<file path="config.mk">
export PLATFORM = sky130hd
export DESIGN_NAME = min_max_decoder
export DESIGN_NICKNAME = d
export VERILOG_FILES = /design/src/rtl/min_max_pkg.sv /design/src/rtl/min_max_decoder.sv
export SDC_FILE = /design/constraint.sdc
export NUM_CORES = 1
export LEC_CHECK = 0
export CORE_ASPECT_RATIO = 2
export CORE_UTILIZATION = 48
export DETAILED_ROUTE_END_ITERATION = 10
export PLACE_DENSITY = 0.75
export SYNTH_ARGS = -nofsm -noshare
export SYNTH_HDL_FRONTEND = slang
export SYNTH_SLANG_ARGS = --single-unit
</file>
<file path="constraint.sdc">
create_clock -name clk_i -period 2.31 [get_ports clk_i]
set_clock_uncertainty 0.15 [all_clocks]
set_input_delay 0.5775 -clock clk_i [delete_from_list [all_inputs] [get_ports clk_i]]
set_output_delay 0.5775 -clock clk_i [all_outputs]
set_load 0.03 [all_outputs]
</file>
<file path="src/rtl/min_max_pkg.sv">
`default_nettype none
// +------------------------------------------------------------------------+
// | Package     : min_max_pkg                                              |
// | Description : Shared types and constants for the LED bar min/max       |
// |               decoder: FSM state encoding and default index width.     |
// | Revision    : 1.0 - initial release                                    |
// +------------------------------------------------------------------------+
package min_max_pkg;

   // Default width of a decoded LED index; the bar is 2**VALSIZE LEDs wide.
   localparam int unsigned VALSIZE_DEFAULT = 4;

   typedef enum logic [1:0] {
      ST_IDLE = 2'd0,
      ST_SCAN = 2'd1,
      ST_DONE = 2'd2
   } state_e;

endpackage : min_max_pkg
`default_nettype wire

</file>
<file path="src/rtl/min_max_decoder.sv">
`default_nettype none
// +------------------------------------------------------------------------+
// | Module      : min_max_decoder                                          |
// | Description : Captures an LED bar and scans it one bit per cycle,      |
// |               reporting the lowest/highest lit index, the number of    |
// |               lit LEDs and empty/full/contiguous flags.                |
// | Ports       : clk_i     - clock, rising edge                           |
// |               rst_ni    - asynchronous active-low reset                |
// |               leds_i    - LED bar to decode (2**VALSIZE bits)          |
// |               start_i   - capture leds_i and start a decode            |
// |               busy_o    - decode in progress (SCAN or DONE)            |
// |               done_o    - one-cycle pulse, results valid               |
// |               lo_o/hi_o - lowest / highest lit index                   |
// |               count_o   - number of lit LEDs (VALSIZE+1 bits)          |
// |               empty_o/full_o/contig_o - result flags                   |
// | Revision    : 1.0 - initial release                                    |
// +------------------------------------------------------------------------+
module min_max_decoder
   import min_max_pkg::*;
#(
   parameter int unsigned VALSIZE = VALSIZE_DEFAULT
) (
   input  logic                  clk_i,
   input  logic                  rst_ni,
   input  logic [2**VALSIZE-1:0] leds_i,
   input  logic                  start_i,
   output logic                  busy_o,
   output logic                  done_o,
   output logic [VALSIZE-1:0]    lo_o,
   output logic [VALSIZE-1:0]    hi_o,
   output logic [VALSIZE:0]      count_o,
   output logic                  empty_o,
   output logic                  full_o,
   output logic                  contig_o
);

   localparam int unsigned NLEDS = 2**VALSIZE;
   // Terminal index value (== number of LEDs); also the "all lit" count.
   localparam logic [VALSIZE:0] IDX_END = {1'b1, {VALSIZE{1'b0}}};
   localparam logic [VALSIZE:0] CNT_ONE = (VALSIZE+1)'(1);

   state_e               state_q,  state_d;
   logic [NLEDS-1:0]     leds_q,   leds_d;
   logic [VALSIZE:0]     idx_q,    idx_d;
   logic [VALSIZE-1:0]   acc_lo_q, acc_lo_d;
   logic [VALSIZE-1:0]   acc_hi_q, acc_hi_d;
   logic [VALSIZE:0]     acc_cnt_q, acc_cnt_d;
   logic                 seen_q,   seen_d;   // a 1 has been seen
   logic                 hole_q,   hole_d;   // a 0 has followed a 1
   logic                 gap_q,    gap_d;    // a 1 has followed such a 0
   logic [VALSIZE-1:0]   lo_q,     lo_d;
   logic [VALSIZE-1:0]   hi_q,     hi_d;
   logic [VALSIZE:0]     cnt_q,    cnt_d;
   logic                 empty_q,  empty_d;
   logic                 full_q,   full_d;
   logic                 contig_q, contig_d;

   logic [VALSIZE-1:0]   cur_idx;
   logic                 cur_bit;

   assign cur_idx = idx_q[VALSIZE-1:0];
   assign cur_bit = leds_q[cur_idx];

   always_comb begin
      state_d   = state_q;
      leds_d    = leds_q;
      idx_d     = idx_q;
      acc_lo_d  = acc_lo_q;
      acc_hi_d  = acc_hi_q;
      acc_cnt_d = acc_cnt_q;
      seen_d    = seen_q;
      hole_d    = hole_q;
      gap_d     = gap_q;
      lo_d      = lo_q;
      hi_d      = hi_q;
      cnt_d     = cnt_q;
      empty_d   = empty_q;
      full_d    = full_q;
      contig_d  = contig_q;

      unique case (state_q)
         ST_IDLE: begin
            if (start_i) begin
               leds_d    = leds_i;
               idx_d     = '0;
               acc_lo_d  = '0;
               acc_hi_d  = '0;
               acc_cnt_d = '0;
               seen_d    = 1'b0;
               hole_d    = 1'b0;
               gap_d     = 1'b0;
               state_d   = ST_SCAN;
            end
         end
         ST_SCAN: begin
            // The counter parks at IDX_END after the last bit; that terminal
            // cycle commits the accumulators to the held result set on the
            // way into DONE, so results are already valid while done_o is up.
            if (idx_q == IDX_END) begin
               lo_d     = acc_lo_q;
               hi_d     = acc_hi_q;
               cnt_d    = acc_cnt_q;
               empty_d  = (acc_cnt_q == '0);
               full_d   = (acc_cnt_q == IDX_END);
               contig_d = (acc_cnt_q != '0) && !gap_q;
               state_d  = ST_DONE;
            end else begin
               idx_d = idx_q + CNT_ONE;
               if (cur_bit) begin
                  if (!seen_q) begin
                     acc_lo_d = cur_idx;
                  end
                  acc_hi_d  = cur_idx;
                  acc_cnt_d = acc_cnt_q + CNT_ONE;
                  seen_d    = 1'b1;
                  if (hole_q) begin
                     gap_d = 1'b1;
                  end
               end else if (seen_q) begin
                  hole_d = 1'b1;
               end
            end
         end
         ST_DONE: begin
            state_d = ST_IDLE;
         end
         default: begin
            state_d = ST_IDLE;
         end
      endcase
   end

   always_ff @(posedge clk_i or negedge rst_ni) begin
      if (!rst_ni) begin
         state_q   <= ST_IDLE;
         leds_q    <= '0;
         idx_q     <= '0;
         acc_lo_q  <= '0;
         acc_hi_q  <= '0;
         acc_cnt_q <= '0;
         seen_q    <= 1'b0;
         hole_q    <= 1'b0;
         gap_q     <= 1'b0;
         lo_q      <= '0;
         hi_q      <= '0;
         cnt_q     <= '0;
         empty_q   <= 1'b1;
         full_q    <= 1'b0;
         contig_q  <= 1'b0;
      end else begin
         state_q   <= state_d;
         leds_q    <= leds_d;
         idx_q     <= idx_d;
         acc_lo_q  <= acc_lo_d;
         acc_hi_q  <= acc_hi_d;
         acc_cnt_q <= acc_cnt_d;
         seen_q    <= seen_d;
         hole_q    <= hole_d;
         gap_q     <= gap_d;
         lo_q      <= lo_d;
         hi_q      <= hi_d;
         cnt_q     <= cnt_d;
         empty_q   <= empty_d;
         full_q    <= full_d;
         contig_q  <= contig_d;
      end
   end

   assign busy_o   = (state_q != ST_IDLE);
   assign done_o   = (state_q == ST_DONE);
   assign lo_o     = lo_q;
   assign hi_o     = hi_q;
   assign count_o  = cnt_q;
   assign empty_o  = empty_q;
   assign full_o   = full_q;
   assign contig_o = contig_q;

endmodule : min_max_decoder
`default_nettype wire

</file>
Word-level counts from Yosys, hierarchy flattened
Cells that the tools add are included.
- $add $sub $neg: 2
- multipliers: 0
- div/mod/pow operators: 0
- magnitude comparators: 1
- equal/unequal tests: 12
- shift-type cells: 0
- muxes and demuxes: 31
- bitwise gates (word level): 0
- reductions and logical operators: 15
- operators with widths (operator ; count):
    $mux W4 ; 6
    $mux W5 ; 4
    $pmux W5 S2 ; 2
    $ne A2 B2 Y1 const B ; 8
    $pmux W4 S2 ; 2
    $reduce_and A5 Y1 ; 3
    $add A5 B1 Y5 const B ; 2
    $eq A5 B5 Y1 const B ; 2
    $mux W1 ; 10
    $pmux W1 S2 ; 3
    $reduce_and A2 Y1 ; 3
    $logic_not A5 Y1 ; 1
    $lt A4 B5 Y1 const B ; 1
    $reduce_bool A5 Y1 ; 1
    $bmux W1 S4 ; 1
    $mux W2 ; 2
    $pmux W2 S2 ; 1
    $reduce_and A4 Y1 ; 1
    $reduce_bool A2 Y1 ; 2
    $reduce_and A3 Y1 ; 1
    $eq A2 B1 Y1 const B ; 1
    $eq A2 B2 Y1 const B ; 1
    $logic_not A2 Y1 ; 1
    $logic_and A1 B1 Y1 ; 1
    $logic_not A1 Y1 ; 1
- flip-flop bits (word level): 55
- bits in latches: 0
- memory bits (writable): 0
- memory bits (read-only): 0
- input port bits: 19
- output and inout port bits: 18
- logic and storage cells: 76
- memories kept: 0

Logic depth before layout (Yosys ltp)
Gate-level depths: netlist (run 1).
- depth after elaboration: 5
- mapped depth: 10
- depth with buffers taken out: 7

Least setup slack after synthesis (run 1)
Ideal clock, no wire load.
- path type: register to register
- from: register idx_q[0]
- to: register acc_cnt_q[2]
- library setup time: 0.126 ns
- arrival time: 1.960 ns
- required time: 2.034 ns
- setup slack: 0.074 ns
- cell stages (with the launch flop): 10
- path buffers: 2
- clock period less this slack: 2.236 ns
- path through: dfrtp_1 -> buf_6 -> buf_12 -> inv_1 -> ha_1 -> and4bb_2 -> nor2_1 -> and3_2 -> nor2_2 -> a221o_1
- cells in the longest elaborated chain, start to end: 4
- elaborated cells between the ends (all ways): 6
- those cells by class: eq/ne: 3; mux: 2; reduce/logical: 1
- RTL lines (element ; RTL line ; RTL):
    start: declaration ; min_max_decoder.sv:44 ; logic [VALSIZE:0] idx_q, idx_d;
    start signal: assignment ; min_max_decoder.sv:153 ; idx_q <= idx_d;
    $bmux W1 S4 ; min_max_decoder.sv:62 ; assign cur_bit = leds_q[cur_idx];
    $mux W1 (not written as such) ; min_max_decoder.sv:62 ;
    $ne A2 B2 Y1 (no line) ; n/a ;
    $reduce_and A4 Y1 (no line) * ; n/a ;
    end signal: assignment ; min_max_decoder.sv:156 ; acc_cnt_q <= acc_cnt_d;
    end: declaration ; min_max_decoder.sv:47 ; logic [VALSIZE:0] acc_cnt_q, acc_cnt_d;
Mark *: on every way between the ends. The rest lies on a longest branch, timed or not. The select of a mux whose other input is x is not followed.
A chain may end at the register's enable or synchronous reset.

Final worst setup path (run 1)
- from: register state_q[1]
- to: output done_o
- cells in the longest elaborated chain, start to end: 1
- RTL lines (element ; RTL line ; RTL):
    start: declaration ; min_max_decoder.sv:42 ; state_e state_q, state_d;
    start signal: assignment ; min_max_decoder.sv:151 ; state_q <= state_d;
    $eq A2 B2 Y1 ; min_max_decoder.sv:170 ; assign done_o = (state_q == ST_DONE);
    end: declaration ; min_max_decoder.sv:28 ; output logic done_o,
Every way passes these cells.

==> results of run 1 <==
repair_timing:
item / 4_1_cts / 5_1_grt
setup endpoints to repair: 1 / 0
gates resized for setup: 1 / 0
setup buffers: 0 / 0
layer usage:
layer	vias to the layer above	track usage
met5	-	0
met4	0	0.113
met3	11	0.0396
met2	38	0.363
met1	893	0.232
li1	912	-
final cells by class:
cell class                      instances  area (um2)  share of cell area
Timing Repair Buffer                   47         462               0.152
Tap cell                               57        71.3              0.0234
Inverter                               11        41.3              0.0136
Sequential cell                        55        1380               0.452
Clock buffer                            8         100              0.0329
Multi-Input combinational cell        173         993               0.326
state kept, by name, indices dropped and copies added, names as in the netlist, 2 cells and up:
signal and cells:
count_o 5, leds_q 16, acc_hi_q 4, lo_o 4, idx_q 5, state_q 2
hi_o 4, acc_lo_q 4, acc_cnt_q 5
critical path, cell delays in order, from the launching register on:
cell	delay (ps)
dfrtp_1	400
nor2b_1	150
clkdlybuf4s50_1	670
kinds of logic (layout without fill, tap and decap cells):
logic type	after synthesis	in the layout
buffers and inverters	21	66
DFF	55	55
and+or+nand+nor	119	119
AOI/OAI and AO/OA	31	31
muxes	14	14
adders and majority gates	4	4
xor gates and xnor gates	5	5
worst max path at each step:
stage                                 startpoint                        to  slack, ps  cells past startpoint
after floorplan             idx_q[0]$_DFFE_PN0P_  acc_cnt_q[2]$_DFFE_PN0P_         70                      9
after global placement      idx_q[1]$_DFFE_PN0P_  acc_cnt_q[2]$_DFFE_PN0P_        180                      7
after detailed placement    idx_q[1]$_DFFE_PN0P_  acc_cnt_q[2]$_DFFE_PN0P_        110                      7
after CTS                 state_q[1]$_DFFE_PN0P_                    done_o         50                      2
after global routing        idx_q[1]$_DFFE_PN0P_  acc_cnt_q[2]$_DFFE_PN0P_          3                      7
final                     state_q[1]$_DFFE_PN0P_                    done_o         60                      2
power by group through the flow:
stage | clock (mW) | combinational (mW) | sequential (mW)
2_1_floorplan | 0 | 1.32 | 1.73
3_3_place_gp | 0 | 2.02 | 1.63
3_5_place_dp | 0 | 2.06 | 1.64
4_1_cts | 0.573 | 2.06 | 1.62
5_1_grt | 0.608 | 2.28 | 1.66
6_report | 0.564 | 2.04 | 1.62
cells in the final DEF, fill, tap and decap left out, drive strengths merged:
master,synthesis,layout
and4bb,1,1
o211ai,1,1
nand4,1,1
nor3b,1,1
a22oi,3,3
buf,3,12
ha,4,4
and3,1,1
o31ai,4,4
a221o,3,3
nor3,1,1
a22o,4,4
clkdlybuf4s50,0,34
nor2b,3,3
nor2,11,11
o22ai,1,1
and2,2,2
a221oi,2,2
xnor2,4,4
nand2b,2,2
mux2,3,3
dlygate4sd2,0,1
and2b,1,1
mux2i,11,11
clkbuf,7,8
dfrtp,54,54
nand3,7,7
o211a,1,1
a31oi,1,1
a32o,3,3
inv,11,11
o21ai,8,8
xor2,1,1
nand2,88,88
dfstp,1,1
==> results.toml, run 1 <==
[run_status]
status = "finished clean"

[clock_tree]
path_clk_slew_ps = 90
clock_latency_ps = 300
hold_buffers = 0
clock_sinks = 55
htree_levels = 2
cts_tree = "yes"
numCtsBuffers = 5
clockBufferDepth = 2
cts_root_buffer = "clkbuf_8"

[yosys]
ys_ff_latch = 55
synth_cell_types = 42
yosysMostFrequentCell = "nand2_1"
synth_area_leader_cell = "dfrtp_1"
synth_xor_area_frac = 0.0177
synth_compound_area_frac = 0.102
avgSynthCellArea_um2 = 9.95
syn_nets = 272
yosys_warnings = 0
syn_inst = 249
synth_top_family_by_area = "simple AND/OR/NAND/NOR gates"
synthMuxAreaShare = 0.0581
synth_top_area_frac = 0.545
synth_edf_count = 0
synthAdderAreaFrac = 0.0202
synthTopCellsByArea = "dfrtp_1 (55%), nand2_1 (13%), mux2i_1 (4.4%)"
ys_seq_area_frac = 0.556
synth_common_cells = "nand2_1 (88), dfrtp_1 (54), mux2i_1 (11)"
postSynth.asyncResetShare = 1.00
syn-cell-area_mm2 = 0.00248
synth-simple-area-share = 0.203
synth_top_flop_cell = "dfrtp_1"

[floorplan]
dieHeight_um = 104
start_util = 0.505
ios = 37
rows = 36
core_mm2 = 0.00491
die_x_um = 52.8
die_area_mm2 = 0.00547

[global_route]
antenna_found_initial = 0
grt_pass1_wl_mm = 8.60
grt_pass1_vias = 1975
grt_start_max_net_pins = 23
grt_overflow_total = 0
grt_usage = 0.212

[power]
p_comb_frac = 0.483
p_sw_frac = 0.398
p_int_mw = 2.54
peakVddDrop_uv = 801
p_sw_mw = 1.68
total_power_mw = 4.22
pwr-share-seq = 0.383
p_per_area_mw_per_mm2 = 1390
clockPowerShare = 0.134
p_leak_nw = 1.50

[cells_and_area]
antenna_cells = 0
stdcell_count = 351
utilization = 0.620
fin_area_mm2 = 0.00305
area_growth_syn_to_layout_pct = 22.9
layout-drive-gt1-share = 0.112
nFillCells = 452
nets = 316

[worst_setup_path]
r2r_end = "acc_cnt_q[2]$_DFFE_PN0P_"
critPathArrivalTime_ps = 1520
r2r_slack_ps = 100
worstSetupPathType = "reg2out"
reg2reg_from = "idx_q[1]$_DFFE_PN0P_"
r2r_cells = 7
required_ps = 1580
crit_path_end_kind = "primary output"
worstSetupStartpointType = "register"
worstPathMaxFanout = 4

[place]
gp_congestion = 0.825
pre_cts_ws_ps = 112
postPlaceCellArea_mm2 = 0.00295
dp_hpwl_mm = 3.85
portBuffers = 36
dp.cells = 343

[sta]
rsz0062_at_grt = "no"
slew_violations = 0
finalCriticalPeriod_ps = 2250
post-route-period-util = 0.974
finalSetupTns_ps = 0
hold_ws_ps = 26.6
finalHoldViolations = 0
setup_ws_ps = 60.9
relSlewSlack = 0.743
setup_viol = 0
fmax_mhz = 445
worstMarginPinSlew_ps = 386

[run]
max_cap_violations = 0

[detailed_routing]
routed.top_layer = "met4"
num_vias = 1854
drc = 0
wl_met2_mm = 2.76
dr_wl_met3_um = 122
drt-initial-drc-count = 42
avgViaCountPerCell = 5.28
drtAntennaViolNets = 0
wl_per_cell_um = 14.0
routed_wl_mm = 4.92
met1Wirelength_mm = 1.85
firstDrtPassIters = 4

[min_path]
hold_path.class = "in2async"
Power figures use the tool's default switching activity.
==> inputs of run 2 (changes only) <==
Settings changed: ABC_AREA set to 1, CORE_UTILIZATION 48 to 45, PLACE_DENSITY 0.75 to 0.71.
==> results.toml, run 2 <==
[yosys]
syn_inst = 279
synth_common_cells = "nand2_1 (105), dfrtp_1 (54), inv_1 (30)"
yosys_warnings = 0
synth_edf_count = 0
syn-cell-area_mm2 = 0.00241
yosysMostFrequentCell = "nand2_1"
postSynth.asyncResetShare = 1.00
synth_area_leader_cell = "dfrtp_1"
ys_seq_area_frac = 0.573
synthTopCellsByArea = "dfrtp_1 (56%), nand2_1 (16%), o21ai_0 (5.6%)"
avgSynthCellArea_um2 = 8.62
ys_ff_latch = 55
syn_nets = 302
synth_top_flop_cell = "dfrtp_1"
synth_cell_types = 25
synth_top_area_frac = 0.562

[worst_setup_path]
r2r_cells = 12
r2r_slack_ps = 270
worstSetupPathType = "reg2out"
r2r_end = "acc_lo_q[3]$_DFFE_PN0P_"
critPathBufInv = 1
worstPathMaxFanout = 2
slowest_delay_ps = 660
crit_family = "buffers and inverters"
reg2reg_from = "idx_q[1]$_DFFE_PN0P_"
cp_cell_sequence = "clkdlybuf4s50_1"
crit_path_end_kind = "primary output"
critPathArrivalTime_ps = 1510
slowest_stage = "clkdlybuf4s50_1"
worstSetupStartpointType = "register"
required_ps = 1580

[global_route]
antenna_found_initial = 0
busiest_layer = "met2"
grt_usage = 0.205
grt_overflow_total = 0
grt.met2_usage = 0.354
grt_pass1_vias = 1936
grt_use_met3 = 0.0303
grt_use_met1 = 0.220
grt_pass1_wl_mm = 8.35
grt_start_max_net_pins = 28

[clock_tree]
clock_latency_ps = 310
clockBufferDepth = 2
cts_tree = "yes"
htree_levels = 2
cts_root_buffer = "clkbuf_8"
path_clk_slew_ps = 90
clock_sinks = 55
numCtsBuffers = 5

[sta]
finalCriticalPeriod_ps = 2240
post-route-period-util = 0.968
setup_viol = 0
finalSetupTns_ps = 0
fmax_mhz = 447
relSlewSlack = 0.739
hold_ws_ps = 29.1
finalHoldViolations = 0
worstMarginPinSlew_ps = 392
rsz0062_at_grt = "no"
slew_violations = 0

[cells_and_area]
antenna_cells = 0
largest_reg_flops = 16
area_growth_syn_to_layout_pct = 23.3
layout-drive-gt1-share = 0.0802
nets = 346
multi_input_area_um2 = 850
nFillCells = 481
final_cell_mix = "nand2_1 (105), dfrtp_1 (54), clkdlybuf4s50_1 (34), inv_1 (30), o21ai_0 (27)"
area.sequential_mm2 = 0.00138
top_register = "leds_q"
final_common_cell = "nand2_1"

[floorplan]
die_area_mm2 = 0.00566
ios = 37
dieHeight_um = 105
rows = 37
core_mm2 = 0.00514
die_x_um = 53.7
start_util = 0.468

[run_status]
status = "finished clean"

[place]
portBuffers = 36
gp_congestion = 0.848
dp_hpwl_mm = 3.61

[detailed_routing]
wl_per_cell_um = 12.5
drtAntennaViolNets = 0
routed_wl_mm = 4.78
drt-initial-drc-count = 38
firstDrtPassIters = 4
num_vias = 1872
drc = 0
avgViaCountPerCell = 4.90

[power]
p_per_area_mw_per_mm2 = 1430
peakVddDrop_uv = 790
p_leak_nw = 1.48

[min_path]
hold_path.class = "in2async"

[run]
max_cap_violations = 0
-- run 2: cell types whose count changed after synthesis, moves of 6 or more --
cell and delta:
inv_1 +20, mux2i_1 -11, nand2_1 +17, nand3_1 +7
o21ai_0 +19, o22ai_1 +6
-- run 2: worst max path at each step --
stage,start,to,slack [ps],depth (start not counted)
after floorplan,state_q[0]$_DFFE_PN0P_,idx_q[4]$_DFFE_PN0P_,560,10
after global routing,empty_o$_DFFE_PN1P_,empty_o,30,1
after detailed placement,start_i,idx_q[4]$_DFFE_PN0P_,200,10
after global placement,start_i,idx_q[4]$_DFFE_PN0P_,240,10
final,empty_o$_DFFE_PN1P_,empty_o,70,1
after CTS,empty_o$_DFFE_PN1P_,empty_o,60,1
-- run 2: cell families after synthesis --
logic type	share of synthesized area
fa+ha+maj	0.0208
xor+xnor	0.0146
simple gates	0.232
flops	0.573
buf+inv	0.0744
compound gates	0.0858
-- run 2: through the flow --
step | cell area, um2 | std cells | utilization | total power, mW | setup WS (ps)
after CTS | 2970 | 382 | 0.578 | 4.28 | 60.8
final | 2970 | 382 | 0.578 | 4.24 | 73.4
after detailed placement | 2850 | 374 | 0.555 | 3.62 | 197
after floorplan | 2410 | 279 | - | 2.98 | 556
after global routing | 2970 | 382 | 0.578 | 4.61 | 27.8
after global placement | 2850 | 374 | 0.555 | 3.56 | 243
-- run 2: cell type report --
cell class,instances,share of cell area
Timing Repair Buffer,44,0.140
Clock buffer,6,0.0278
Multi-Input combinational cell,184,0.286
Inverter,33,0.0460
Tap cell,58,0.0245
Sequential cell,55,0.464
Clock inverter,2,0.0118
-- run 2: report_power, final --
group	switching (mW)	internal [mW]	total [mW]	leakage, nW
logic	1.24	0.723	1.96	0.732
registers	0.238	1.39	1.63	0.688
clock network	0.302	0.351	0.653	0.0612
total	1.78	2.46	4.24	1.48
-- run 2: repair_timing --
action	CTS	global route
hold buffers	0	0
endpoints found under the setup margin	1	0
buffers inserted	0	0
resized for setup	1	0
-- run 2: per-layer routing --
metal  vias to the layer above  part of all wire
li1                        953                 -
met1                       870              0.37
met2                        39              0.57
met3                        10             0.026
met4                         0             0.027
met5                         -                 0
==> inputs of run 3 (changes only) <==
Settings changed: CORE_ASPECT_RATIO 2 to 1.1, MAX_ROUTING_LAYER set to met4, SETUP_SLACK_MARGIN set to 0.4.
==> results.toml, run 3 (synthesized netlist as in run 2, its figures left out) <==
[worst_setup_path]
worstSetupPathType = "reg2out"
critPathBufInv = 1
critPathArrivalTime_ps = 1130
cp_cell_sequence = "clkdlybuf4s15_2"
crit_path_end_kind = "primary output"
worstPathMaxFanout = 2
required_ps = 1580
worstSetupStartpointType = "register"
crit_family = "flip-flops"
slowest_delay_ps = 540
slowest_stage = "dfstp_2"

[clock_tree]
cts_root_buffer = "clkbuf_8"
htree_levels = 2
cts_tree = "yes"
clock_sinks = 55
clockBufferDepth = 2
clock_latency_ps = 300
path_clk_slew_ps = 100
numCtsBuffers = 5

[sta]
post-route-period-util = 0.804
slew_violations = 0
finalSetupTns_ps = 0
relSlewSlack = 0.683
setup_ws_ps = 452
fmax_mhz = 538
rsz0062_at_grt = "no"
finalHoldViolations = 0
worstMarginPinSlew_ps = 475
setup_viol = 0
finalCriticalPeriod_ps = 1860

[detailed_routing]
met1Wirelength_mm = 1.96
num_vias = 1867
wl_per_cell_um = 11.4
wl_met2_mm = 2.23
firstDrtPassIters = 4
routed_wl_mm = 4.39
drtAntennaViolNets = 0
avgViaCountPerCell = 4.84
drc = 0
dr_wl_met3_um = 160
drt-initial-drc-count = 83
routed.top_layer = "met4"

[global_route]
grt_usage = 0.178
antenna_found_initial = 0
grt_pass1_wl_mm = 7.60
grt_start_max_net_pins = 37
grt_overflow_total = 0
grt_pass1_vias = 1767

[run]
max_cap_violations = 0

[power]
p_leak_nw = 1.54
peakVddDrop_uv = 563
p_per_area_mw_per_mm2 = 1380

[cells_and_area]
antenna_cells = 0
final_cell_mix = "nand2_1 (104), dfrtp_1 (52), inv_1 (28), o21ai_0 (25), clkdlybuf4s50_1 (17)"
largest_reg_flops = 16
nFillCells = 456
area_growth_syn_to_layout_pct = 23.9
top_register = "leds_q"
final_common_cell = "nand2_1"
nets = 350
layout-drive-gt1-share = 0.116

[place]
gp_congestion = 0.829
pre_cts_ws_ps = 240
portBuffers = 36
dp_hpwl_mm = 3.20

[floorplan]
dieHeight_um = 78.7
core_mm2 = 0.00507
ios = 37
rows = 27
start_util = 0.475
die_x_um = 71.7
die_area_mm2 = 0.00564

[run_status]
status = "finished clean"

[min_path]
hold_path.class = "in2async"
run 3: per-layer routing:
metal | global-route usage | vias to the layer above
li1 | - | 964
met1 | 0.201 | 859
met2 | 0.313 | 38
met3 | 0.0457 | 6
met4 | 0.0471 | 0
met5 | - | -
run 3: cell type report:
type	count	area [um2]	area share
multi-input combinational	184	852	0.286
sequential	55	1380	0.463
inverter	33	139	0.0466
clock inverter	2	16.3	0.00546
timing repair buffer	48	438	0.147
clock buffer	6	82.6	0.0277
tap	58	72.6	0.0243
run 3: final timing paths:
kind                                      startpoint                       end  slack, ps  cells after the start
worst min-delay path                          rst_ni    count_o[3]$_DFFE_PN0P_         60                      1
max in group asynchronous                     rst_ni       empty_o$_DFFE_PN1P_       1340                      2
worst max register to register  idx_q[1]$_DFFE_PN0P_  acc_cnt_q[1]$_DFFE_PN0P_        510                     12
worst min register to register   lo_o[1]$_DFFE_PN0P_       lo_o[1]$_DFFE_PN0P_        320                      2
min in group clk_i               lo_o[1]$_DFFE_PN0P_       lo_o[1]$_DFFE_PN0P_        320                      2
worst max-delay path             empty_o$_DFFE_PN1P_                   empty_o        450                      1
run 3: power breakdown:
group          leakage (nW)  internal [mW]  switching [mW]
logic                 0.806          0.721            1.23
clock network        0.0474          0.245           0.300
registers             0.686           1.39           0.230
total                  1.54           2.36            1.76
run 3: what timing repair did:
action / in CTS / in global routing
gates resized for setup: 22 / 14
setup endpoints to repair: 18 / 17
hold buffers: 0 / 0
endpoints found under the hold margin: 0 / 0
pin swaps: 0 / 1
setup buffers: 0 / 4
run 3: per-stage QoR:
step	power (mW)	hold slack, ps	std cells	instance area, um2	util
final	4.12	62.2	386	2980	0.588
after CTS	4.05	66.5	382	2950	0.581
after global placement	3.54	305	374	2860	0.565
after detailed placement	3.59	310	374	2860	0.565
after global routing	4.47	81.1	386	2980	0.588
after floorplan	2.98	132	279	2410	-
